[src/rtl/arm_pkg.sv]
// Shared ARM definitions: opcodes, condition codes, flag bit positions and
// the opcode-to-flag-update classification used by the writeback stage.
package arm_pkg;

    // Data-processing opcodes (5-bit ALU operation field)
    localparam logic [4:0] OP_AND = 5'b00000;
    localparam logic [4:0] OP_EOR = 5'b00001;
    localparam logic [4:0] OP_SUB = 5'b00010;
    localparam logic [4:0] OP_RSB = 5'b00011;
    localparam logic [4:0] OP_ADD = 5'b00100;
    localparam logic [4:0] OP_ADC = 5'b00101;
    localparam logic [4:0] OP_SBC = 5'b00110;
    localparam logic [4:0] OP_RSC = 5'b00111;
    localparam logic [4:0] OP_TST = 5'b01000;
    localparam logic [4:0] OP_TEQ = 5'b01001;
    localparam logic [4:0] OP_CMP = 5'b01010;
    localparam logic [4:0] OP_CMN = 5'b01011;
    localparam logic [4:0] OP_ORR = 5'b01100;
    localparam logic [4:0] OP_MOV = 5'b01101;
    localparam logic [4:0] OP_BIC = 5'b01110;
    localparam logic [4:0] OP_MVN = 5'b01111;

    // Condition field encodings
    localparam logic [3:0] COND_EQ = 4'b0000;
    localparam logic [3:0] COND_NE = 4'b0001;
    localparam logic [3:0] COND_CS = 4'b0010;
    localparam logic [3:0] COND_CC = 4'b0011;
    localparam logic [3:0] COND_MI = 4'b0100;
    localparam logic [3:0] COND_PL = 4'b0101;
    localparam logic [3:0] COND_VS = 4'b0110;
    localparam logic [3:0] COND_VC = 4'b0111;
    localparam logic [3:0] COND_HI = 4'b1000;
    localparam logic [3:0] COND_LS = 4'b1001;
    localparam logic [3:0] COND_GE = 4'b1010;
    localparam logic [3:0] COND_LT = 4'b1011;
    localparam logic [3:0] COND_GT = 4'b1100;
    localparam logic [3:0] COND_LE = 4'b1101;
    localparam logic [3:0] COND_AL = 4'b1110;
    localparam logic [3:0] COND_NV = 4'b1111;

    // Flag bit positions within a 4-bit NZCV vector
    localparam int unsigned FLAG_Z = 0;
    localparam int unsigned FLAG_C = 1;
    localparam int unsigned FLAG_N = 2;
    localparam int unsigned FLAG_V = 3;

    // Which flags an opcode is allowed to write
    typedef enum logic [1:0] {
        FUPD_NONE = 2'd0,
        FUPD_NZ   = 2'd1,
        FUPD_NZCV = 2'd2
    } flag_upd_e;

    // Logical ops write N,Z only; add/sub family writes all four; others none
    function automatic flag_upd_e flag_class(input logic [4:0] op);
        flag_upd_e cls;
        case (op)
            OP_AND, OP_EOR, OP_TST, OP_TEQ,
            OP_ORR, OP_MOV, OP_BIC, OP_MVN: cls = FUPD_NZ;
            OP_SUB, OP_RSB, OP_ADD,
            OP_CMP, OP_CMN:                 cls = FUPD_NZCV;
            default:                        cls = FUPD_NONE;
        endcase
        return cls;
    endfunction

    // Test/compare ops exist only to set flags, so they ignore the S bit
    function automatic logic is_compare(input logic [4:0] op);
        return (op == OP_TST) || (op == OP_TEQ) || (op == OP_CMP) || (op == OP_CMN);
    endfunction

endpackage

[src/rtl/cond_check.sv]
// ARM condition evaluator: decides whether an instruction executes given
// its condition field and the current NZCV flags. Purely combinational.
module cond_check
    import arm_pkg::*;
(
    input  logic [3:0] cond_i,
    input  logic [3:0] flags_i,
    output logic       pass_o
);

    logic z, c, n, v;
    logic base;

    assign z = flags_i[FLAG_Z];
    assign c = flags_i[FLAG_C];
    assign n = flags_i[FLAG_N];
    assign v = flags_i[FLAG_V];

    // Conditions come in complementary pairs: bits [3:1] pick the test,
    // bit 0 inverts it. AL/NV fall out of the same rule (1 and !1).
    always_comb begin
        base = 1'b0;
        case (cond_i[3:1])
            3'd0: base = z;
            3'd1: base = c;
            3'd2: base = n;
            3'd3: base = v;
            3'd4: base = c & ~z;
            3'd5: base = (n == v);
            3'd6: base = ~z & (n == v);
            3'd7: base = 1'b1;
            default: base = 1'b0;
        endcase
        pass_o = base ^ cond_i[0];
    end

endmodule

[src/rtl/alu_writeback_stage.sv]
// Execute/writeback stage after the ALU: evaluates the condition field
// against the CPSR flags it owns, updates flags, counts executed/skipped
// instructions and presents one registered write beat per accepted input.
module alu_writeback_stage
    import arm_pkg::*;
#(
    parameter int CNT_W = 16
) (
    input  logic              clk,
    input  logic              reset,
    input  logic              in_valid,
    output logic              in_ready,
    input  logic [31:0]       alu_result,
    input  logic [3:0]        alu_flags,
    input  logic              alu_wb,
    input  logic [4:0]        operation,
    input  logic [3:0]        cond,
    input  logic              set_flags,
    input  logic [3:0]        dest_reg,
    output logic              out_valid,
    input  logic              out_ready,
    output logic              wb_en,
    output logic [3:0]        wb_addr,
    output logic [31:0]       wb_data,
    output logic [3:0]        cpsr_flags,
    output logic [CNT_W-1:0]  exec_count,
    output logic [CNT_W-1:0]  skip_count
);

    logic              out_valid_q, out_valid_d;
    logic              wb_en_q,     wb_en_d;
    logic [3:0]        wb_addr_q,   wb_addr_d;
    logic [31:0]       wb_data_q,   wb_data_d;
    logic [3:0]        cpsr_q,      cpsr_d;
    logic [CNT_W-1:0]  exec_q,      exec_d;
    logic [CNT_W-1:0]  skip_q,      skip_d;

    logic accept;
    logic pass;
    logic upd_en;

    cond_check u_cond_check (
        .cond_i  (cond),
        .flags_i (cpsr_q),
        .pass_o  (pass)
    );

    // Output register frees up when empty or being drained this cycle
    assign in_ready = !out_valid_q || out_ready;
    assign accept   = in_valid && in_ready;
    assign upd_en   = set_flags || is_compare(operation);

    // Next-state: load a beat on accept, drop it on drain, else hold all
    always_comb begin
        out_valid_d = out_valid_q;
        wb_en_d     = wb_en_q;
        wb_addr_d   = wb_addr_q;
        wb_data_d   = wb_data_q;
        cpsr_d      = cpsr_q;
        exec_d      = exec_q;
        skip_d      = skip_q;

        if (accept) begin
            out_valid_d = 1'b1;
            wb_en_d     = pass && alu_wb;
            wb_addr_d   = dest_reg;
            wb_data_d   = alu_result;
            if (pass) begin
                exec_d = exec_q + CNT_W'(1);
                if (upd_en) begin
                    case (flag_class(operation))
                        FUPD_NZ: begin
                            cpsr_d[FLAG_N] = alu_flags[FLAG_N];
                            cpsr_d[FLAG_Z] = alu_flags[FLAG_Z];
                        end
                        FUPD_NZCV: cpsr_d = alu_flags;
                        default:   cpsr_d = cpsr_q;
                    endcase
                end
            end else begin
                skip_d = skip_q + CNT_W'(1);
            end
        end else if (out_ready) begin
            out_valid_d = 1'b0;
        end
    end

    // State registers; asynchronous reset clears any pending beat at once
    always_ff @(posedge clk or negedge reset) begin
        if (!reset) begin
            out_valid_q <= 1'b0;
            wb_en_q     <= 1'b0;
            wb_addr_q   <= '0;
            wb_data_q   <= '0;
            cpsr_q      <= '0;
            exec_q      <= '0;
            skip_q      <= '0;
        end else begin
            out_valid_q <= out_valid_d;
            wb_en_q     <= wb_en_d;
            wb_addr_q   <= wb_addr_d;
            wb_data_q   <= wb_data_d;
            cpsr_q      <= cpsr_d;
            exec_q      <= exec_d;
            skip_q      <= skip_d;
        end
    end

    assign out_valid  = out_valid_q;
    assign wb_en      = wb_en_q;
    assign wb_addr    = wb_addr_q;
    assign wb_data    = wb_data_q;
    assign cpsr_flags = cpsr_q;
    assign exec_count = exec_q;
    assign skip_count = skip_q;

endmodule

[config.mk]
export PLATFORM = sky130hd
export DESIGN_NAME = alu_writeback_stage
export DESIGN_NICKNAME = d
export VERILOG_FILES = /design/src/rtl/arm_pkg.sv /design/src/rtl/cond_check.sv /design/src/rtl/alu_writeback_stage.sv
export SDC_FILE = /design/constraint.sdc
export NUM_CORES = 1
export LEC_CHECK = 0
export CORE_MARGIN = 4
export CORE_UTILIZATION = 45
export DETAILED_ROUTE_END_ITERATION = 16
export PLACE_DENSITY_LB_ADDON = 0.12
export SETUP_SLACK_MARGIN = 0.1
export SLEW_MARGIN = 20
export SYNTH_ARGS = -nofsm -noshare
export SYNTH_HDL_FRONTEND = slang
export SYNTH_SLANG_ARGS = --single-unit
[constraint.sdc]
create_clock -name clk -period 4.6 [get_ports clk]
set_clock_uncertainty 0.1 [all_clocks]
set_input_delay 1.38 -clock clk [delete_from_list [all_inputs] [get_ports clk]]
set_output_delay 1.38 -clock clk [all_outputs]
set_load 0.1 [all_outputs]
# After elaboration in Yosys (flattened, before gate mapping)

Memory sizes are Yosys's and may differ from the RTL's.
Cells that the tools add are included.

Bits in registers: 74
Memory bits (read-only): 32
Input port bits: 55
Output and inout bits: 75
Logic and storage cells: 52
Memories kept: 1

Add/sub/neg operators: 2
Eq/ne operators: 14
Multiplexer cells: 7
Bitwise operators: 5
Reduce and logical (&&, ||, !) cells: 15

Memory list:

| name            | words | bits a word | rd ports | clocked after Yosys merged registers in | write ports | line          | source |
|---|---|---|---|---|---|---|---|
| (no name shown) | 16    | 2           | 1        | 0                                       | 0           | arm_pkg.sv:57 | `case (op)` |

Operator list:

| kind                                           | number |
|---|---|
| adder 16 x 1 -> 16 bit (second input constant) | 2 |
| == test 5 x 4 -> 1 bit (second input constant) | 4 |
| == test 3 bit (second input constant)          | 4 |
| two-way mux 2 bit                              | 4 |
| one-hot mux 1 bit (8 select lines)             | 1 |
| AND reduction 4 bit                            | 2 |
| == test 3 x 2 -> 1 bit (second input constant) | 2 |
| logical OR 1 bit                               | 5 |
| AND reduction 2 bit                            | 2 |
| == test 3 x 1 -> 1 bit (second input constant) | 1 |
| logical NOT 3 bit                              | 1 |
| AND 1 bit                                      | 2 |
| == test 2 x 1 -> 1 bit (second input constant) | 1 |
| == test 2 bit (second input constant)          | 1 |
| logical AND 1 bit                              | 2 |
| two-way mux 1 bit                              | 2 |
| NOT 1 bit                                      | 2 |
| nonzero test 2 bit                             | 1 |
| OR reduction 2 bit                             | 1 |
| == test 1 bit                                  | 1 |
| logical NOT 1 bit                              | 1 |
| XOR 1 bit                                      | 1 |

# Depth between registers and ports, before layout

Gate-level depths: netlist of the first run.

Depth in word-level cells: 11
Depth in mapped cells: 8
Mapped depth without buffers: 7

# Cells and area by module

Synthesis of the first run repeated with hierarchy kept, for this count alone.

Cells, all modules: 317
Area total of the unflattened synthesis: 3,206.8 sq um

By module, submodules not included:

| module              | times used | cells an instance | area an instance (sq um) | sequential area each (sq um) |
|---|---|---|---|---|
| alu_writeback_stage | 1          | 304               | 3,120.5                  | 1,851.8 |
| cond_check          | 1          | 13                | 86.3                     | 0.0 |

# Worst setup path after synthesis of the first run

No wires, ideal clock.

Path type: input-to-reg
From: input out_ready
To: register cpsr_q[3], in the netlist cpsr_flags[3]
Setup time: 0.126 ns
Arrival: 3.480 ns
Required time: 4.374 ns
Path slack: 0.894 ns
Stages on the path: 5
Cells stage by stage: nand2b_1 -> nand2_1 -> nor4_1 -> o21ba_2 -> mux2_2

Cells in the longest elaborated chain, start to end: 3

Ends and longest elaborated chain:

| what                          | line                       | source |
|---|---|---|
| start: declaration            | alu_writeback_stage.sv:21  | `input logic out_ready,` |
| logical OR 1 bit              | alu_writeback_stage.sv:49  | `assign in_ready = !out_valid_q \|\| out_ready;` |
| logical AND 1 bit             | alu_writeback_stage.sv:50  | `assign accept = in_valid && in_ready;` |
| AND reduction 4 bit (no line) | -                          |  |
| end signal: assignment        | alu_writeback_stage.sv:103 | `cpsr_q <= cpsr_d;` |
| end: declaration              | alu_writeback_stage.sv:34  | `logic [3:0] cpsr_q, cpsr_d;` |

No other way between the ends.
A chain may end at the register's enable or synchronous reset.

# Worst setup path in the final report of the first run

From: input out_ready
To: output in_ready

Cells in the longest elaborated chain, start to end: 1

Ends and longest elaborated chain:

| what             | line                      | source |
|---|---|---|
| logical OR 1 bit | alu_writeback_stage.sv:49 |  |
| end: declaration | alu_writeback_stage.sv:12 | `output logic in_ready,` |

No other way between the ends.

==> summary.txt, run 1 <==
Status: complete, no violations
Post-Layout Cell Count: 580
Share of power burned in registers: 0.308
Power Dens Cells: 572 nW/µm²
Hold WC Path Type: reg -> reg
CP endpoint kind: output pin
Vias: 2913
First-pass DRT Iterations: 5
DRC violations left: 0
IO Pins: 130
Setup TNS: 0 ns
Post-Syn Nets: 407
# clock sinks: 74
Htree depth: 3
Core box area: 7330 µm²
Element type at the critical path start: input pin
CP Max Fanout: 4
ANT nets after route: 0
Hold Fails Final Rpt: 0
Slew Limit Headroom: 0.321
Initial Util: 0.466
Syn_area_per_cell: 9.78 µm²
Synth warnings: 0
Post-layout min period: 3.74 ns
Cell Int Power: 0.00141 W
Vias per inst: 5.02
Total grt overflow: 0
Global placement routability congestion: 0.816
CP Buf/Inv Count: 2
Root buf cell: clkbuf_8
GRT Resource Usage Total: 0.194
CP top delay family: buffers and inverters
Final WS setup: 0.855 ns
DP Worst Slack: 0.600 ns
# fillers: 586
Hold Crit Start: exec_count[15]$_DFFE_PN0P_
Final-stage net count: 535
Worst path required time: 3.12 ns
Wirelength, routed: 8360 µm
Initial antenna violation count: 0
Gate Count Post-Synth: 349
Pin count of the biggest net entering global routing: 75
N_diodes: 0
Achievable clock frequency: 267 MHz
NetSw: 0.00145 W
Commonest non-fill, non-tap cell in the layout: clkdlybuf4s50_1
Wire length per cell: 14.4 µm
Logic pwr share: 0.503
Std cell rows: 31
Clock Tree Buf Depth: 2
Hpwl dp: 6090 µm
Power Total: 0.00286 W
TritonCTS clock tree: built
Placed Instances: 565
Die footprint: 9040 µm²
Share of layout cells above drive strength 1: 0.0748
Sw Ratio: 0.508
Final Max Slew Viols: 0
CP Cell Sequence: clkdlybuf4s50_1, nand2b_1, buf_12
Die Wd: 95.1 µm
Reg clk slew, reported paths: 0.08 ns
Post-synth EDFFs: 0
Synth area leaders: dfrtp_1, nand2_1, xor2_1
IO buf count: 129
CP peak stage delay: 0.45 ns
Area of the mapped netlist: 3410 µm²
Slew @ Worst Pin: 1.02 ns
Leakage power: 2.30 nW
Worst reg2reg startpoint: cpsr_flags[2]$_DFFE_PN0P_
Crit Path Category: in -> out
Clock power frac: 0.189
Post-CTS Hold Fix Bufs: 0
First-pass GRT wire length: 13600 µm
DRT iter0 DRCs: 99
Multi-input gate area: 1460 µm²
Synth Register Bits: 74
Launch point of the worst path: out_ready
Worst-Skew Late Latency: 0.34 ns
Period utilization: 0.814
Worst EP arrival: 2.26 ns
Die height: 95.1 µm
Top FF cell, synth: dfrtp_1
Synth area leader: dfrtp_1
Setup bufs post-CTS: 0
Setup repair after global routing missed its margin: false
CTS Buf Count: 9
Vias in the first global route: 2938
FF+latch area: 1850 µm²
Area growth, synth to finish: 46.6%
Hold slack: 0.367 ns
Sequential share of the synthesized area: 0.543
Post-cts resize count: 0
Worst IR drop on VDD: 0.312 mV
Worst path slowest cell: clkdlybuf4s50_1
Post-synthesis async set-or-reset flop share: 1.00
Distinct cell type count after synthesis: 39
Most frequent cells in the layout: clkdlybuf4s50_1, nand2_1, dfrtp_1
Final setup fails: 0
Area fraction of the dominant cell type after synthesis: 0.543
MaxCap Viol Count: 0
-- worst reg2reg max path: stages (launching register included) --
cell	delay (ns)
dfrtp_1	0.42
xor2_1	0.21
mux2i_1	0.14
o221a_1	0.27
o21ai_2	0.67
and3_1	0.36
mux2_1	0.34
-- synthesized netlist by cell type, types with 2 or more instances --
library cell and count:
a2111oi_2 6, inv_1 9, mux2i_1 2, buf_4 2
nand2_1 121, ha_1 3, o21ai_1 3, nand2b_1 3
mux2_2 5, and2_1 3, nand3_1 13, nor2_1 8
a21oi_1 4, nor3_1 2, and3_1 7, xnor2_1 13
buf_2 2, a211oi_1 8, dfrtp_1 74, nand4_1 13
o21ai_0 2, and4b_1 4, xor2_1 17, clkbuf_1 10
-- registers in the layout, indices dropped and copies added (netlist names) --
signal	cells
wb_data	32
exec_count	16
skip_count	16
cpsr_flags	4
wb_addr	4
out_valid	1
wb_en	1
-- final cells by class --
type	instances	area share
timing repair buffer	133	0.266
clock buffer	10	0.0255
clock inverter	5	0.0160
inverter	9	0.00675
tap	99	0.0248
multi-input combinational	250	0.291
sequential	74	0.370
-- cell families after synthesis --
group	after synthesis	share of synthesized area
AO/OA/AOI/OAI	30	0.0773
multiplexers	8	0.0257
buffers and inverters	25	0.0326
AND/OR/NAND/NOR	179	0.234
XOR/XNOR	30	0.0770
adder cells (fa/ha/maj)	3	0.0110
flip-flops	74	0.543
-- metrics by stage --
step	util	cell area (µm²)
CTS	0.682	5000
global route	0.682	5000
finish	0.682	5000
global placement	0.654	4790
detailed placement	0.654	4790
floorplan	-	3410
-- power groups by stage --
stage	Combinational, W	Sequential [W]	Clock (W)
2_1_floorplan	0.000241	0.00172	0
3_3_place_gp	0.00144	0.000889	0
3_5_place_dp	0.00145	0.000893	0
4_1_cts	0.00145	0.000882	0.000552
5_1_grt	0.00150	0.000903	0.000580
6_report	0.00144	0.000882	0.000540
-- layer usage --
| layer | part of all wire | global-route usage | up-vias |
|---|---|---|---|
| met4 | 0.017 | 0.0865 | 0 |
| li1 | - | - | 1420 |
| met2 | 0.47 | 0.296 | 102 |
| met3 | 0.086 | 0.0726 | 10 |
| met1 | 0.43 | 0.246 | 1381 |
| met5 | 0 | 0 | - |
-- final timing paths --
check                      cells past startpoint  slack (ns)                    endpoint
min in group asynchronous                      1        1.06  skip_count[10]$_DFFE_PN0P_
hold reg to reg                                1        0.37  exec_count[15]$_DFFE_PN0P_
max in group asynchronous                      1        2.74   exec_count[2]$_DFFE_PN0P_
setup / recovery                               3        0.86                    in_ready
hold / removal                                 1        0.37  exec_count[15]$_DFFE_PN0P_
setup reg to reg                               6        1.98   exec_count[1]$_DFFE_PN0P_
(Power assumes the default switching activity.)
==> run 2, diff against run 1 <==
--- a/config.mk
+++ b/config.mk
@@ -6,7 +6,7 @@
 export NUM_CORES = 1
 export LEC_CHECK = 0
 export CORE_MARGIN = 4
-export CORE_UTILIZATION = 45
+export CORE_UTILIZATION = 44
 export DETAILED_ROUTE_END_ITERATION = 16
 export PLACE_DENSITY_LB_ADDON = 0.12
 export SETUP_SLACK_MARGIN = 0.1
==> constraint.sdc (replaced) <==
create_clock -name clk -period 3.6 [get_ports clk]
set_clock_uncertainty 0.1 [all_clocks]
set_input_delay 1.08 -clock clk [delete_from_list [all_inputs] [get_ports clk]]
set_output_delay 1.08 -clock clk [all_outputs]
set_load 0.1 [all_outputs]
==> run 2 against run 1 <==
- sequential share of layout area rose by 1.1 points
- critical endpoint unchanged
- highest routed layer unchanged
- wire length fell by 1.0%
- total power rose by 26%
- critical path depth did not move
==> summary.txt, run 2 (synthesis results as in run 1) <==
Status: complete, no violations
Vias: 2900 (-0.45%)
Worst IR drop on VDD: 0.449 mV (+44%)
Pin count of the biggest net entering global routing: 75 (unchanged)
NetSw: 0.00186 W (+28%)
Reg clk slew, reported paths: 0.08 ns (about the same)
Htree depth: 3 (unchanged)
Clock Tree Buf Depth: 2 (unchanged)
N_diodes: 0 (unchanged)
Power Dens Cells: 746 nW/µm² (+30%)
Sw Ratio: 0.513 (+0.00539)
Worst path required time: 2.42 ns (-0.70 ns)
First-pass GRT wire length: 13200 µm (-2.9%)
TritonCTS clock tree: built
Hold Fails Final Rpt: 0 (unchanged)
Setup repair after global routing missed its margin: false
Share of power burned in registers: 0.312 (+0.004)
IO buf count: 129 (unchanged)
Initial antenna violation count: 0 (unchanged)
Vias per inst: 4.97 (-1.1%)
Global placement routability congestion: 0.777 (-4.9%)
Hold WC Path Type: reg -> reg
Hpwl dp: 6030 µm (-0.97%)
Clock power frac: 0.191 (+0.002)
Logic pwr share: 0.497 (-0.006)
Setup bufs post-CTS: 0 (unchanged)
Slew @ Worst Pin: 0.924 ns (-0.0915 ns)
Period utilization: 0.869
Post-cts resize count: 0 (unchanged)
IO Pins: 130 (unchanged)
Wirelength, routed: 8270 µm (-1.0%)
Worst EP arrival: 1.95 ns (-0.31 ns)
ANT nets after route: 0 (unchanged)
Crit Path Category: in -> out
Max reg flops: 32 (unchanged)
Final Max Slew Viols: 0 (unchanged)
# clock sinks: 74 (unchanged)
Root buf cell: clkbuf_8
Die footprint: 9230 µm² (+2.1%)
Die height: 96.1 µm (+1.0%)
CTS Buf Count: 9 (unchanged)
Hold slack: 0.366 ns (-0.000915 ns)
First-pass DRT Iterations: 5 (unchanged)
Worst-Skew Late Latency: 0.33 ns (about the same)
Vias in the first global route: 2804 (-4.6%)
Most frequent cells in the layout: nand2_1, buf_4, dfrtp_1
Initial Util: 0.461 (-0.00488)
GRT Resource Usage Total: 0.185 (-0.00914)
DRT iter0 DRCs: 80 (-19%)
Achievable clock frequency: 320 MHz
Setup TNS: 0 ns (unchanged)
Cell Int Power: 0.00176 W (+25%)
CP endpoint kind: output pin
# fillers: 638 (+8.9%)
Share of layout cells above drive strength 1: 0.233 (+0.158)
Leakage power: 2.42 nW (+5.4%)
Slew Limit Headroom: 0.384 (+0.0631)
Core box area: 7410 µm² (+1.1%)
Std cell rows: 31 (unchanged)
DRC violations left: 0 (unchanged)
MaxCap Viol Count: 0 (unchanged)
Total grt overflow: 0 (unchanged)
Die Wd: 96.1 µm (+1.0%)
Post-CTS Hold Fix Bufs: 0 (unchanged)
CP Max Fanout: 4 (unchanged)
Final-stage net count: 538 (+0.56%)
Commonest non-fill, non-tap cell in the layout: nand2_1
Element type at the critical path start: input pin
Final setup fails: 0 (unchanged)
Post-layout min period: 3.13 ns
Wire length per cell: 14.2 µm (-1.7%)
Area growth, synth to finish: 42.2%
[run 2: cell count changes in the layout (fill, tap and decap cells not counted)]
cell | before | now
clkinv_2 | 1 | 2
clkinv_4 | 0 | 1
clkdlybuf4s50_1 | 127 | 53
clkinvlp_4 | 2 | 0
buf_4 | 5 | 81
buf_12 | 1 | 2
clkbuf_1 | 1 | 2
[run 2: final timing paths]
| check | startpoint | slack [ns] | depth (start not counted) | to |
|---|---|---|---|---|
| max in group asynchronous | reset | 2.02 | 1 | wb_data[19]$_DFFE_PN0P_ |
| worst min-delay path | exec_count[15]$_DFFE_PN0P_ | 0.37 | 1 | exec_count[15]$_DFFE_PN0P_ |
| worst max-delay path | out_ready | 0.47 | 3 | in_ready |
| worst max register to register | cpsr_flags[3]$_DFFE_PN0P_ | 1.34 | 7 | skip_count[10]$_DFFE_PN0P_ |
| min in group asynchronous | reset | 0.76 | 1 | skip_count[11]$_DFFE_PN0P_ |
| worst min register to register | exec_count[15]$_DFFE_PN0P_ | 0.37 | 1 | exec_count[15]$_DFFE_PN0P_ |
[run 2: stage by stage]
| stage | util | instances | total power (W) | setup slack [ns] | area (µm²) |
|---|---|---|---|---|---|
| after floorplan | - | 349 | 0.00250 | 0.194 | 3410 |
| after global routing | 0.655 | 584 | 0.00378 | 0.422 | 4850 |
| after CTS | 0.655 | 584 | 0.00365 | 0.468 | 4850 |
| final | 0.655 | 584 | 0.00362 | 0.471 | 4850 |
| after global placement | 0.627 | 568 | 0.00293 | 0.308 | 4640 |
| after detailed placement | 0.627 | 568 | 0.00295 | 0.204 | 4640 |
[run 2: final cells by class]
cell class	count	area (µm²)	share of cell area
clock buffer	11	131	0.0271
multi-input combinational	250	1460	0.300
inverter	9	33.8	0.00696
tap	99	124	0.0255
sequential	74	1850	0.381
timing repair buffer	136	1180	0.243
clock inverter	5	78.8	0.0162
[run 2: worst max-delay path: stages]
cell and delay, ns:
clkdlybuf4s50_1 0.45, nand2b_1 0.21, buf_12 0.21
[run 2: routing by layer]
metal  share of wire  routed length (µm)  vias to the layer above  GRT usage
li1                -                   -                     1427          -
met1            0.42                3490                     1392      0.233
met2            0.49                4080                       72      0.291
met3           0.074                 610                        9     0.0649
met4           0.011                  93                        0     0.0723
met5               0                   0                        -          0
[run 2: power groups by stage]
stage                     clock network [W]  registers [W]  logic [W]
final                              0.000690        0.00113    0.00180
after global routing               0.000753        0.00116    0.00187
after CTS                          0.000709        0.00113    0.00181
after detailed placement                  0        0.00114    0.00181
after global placement                    0        0.00114    0.00179
after floorplan                           0        0.00219   0.000309
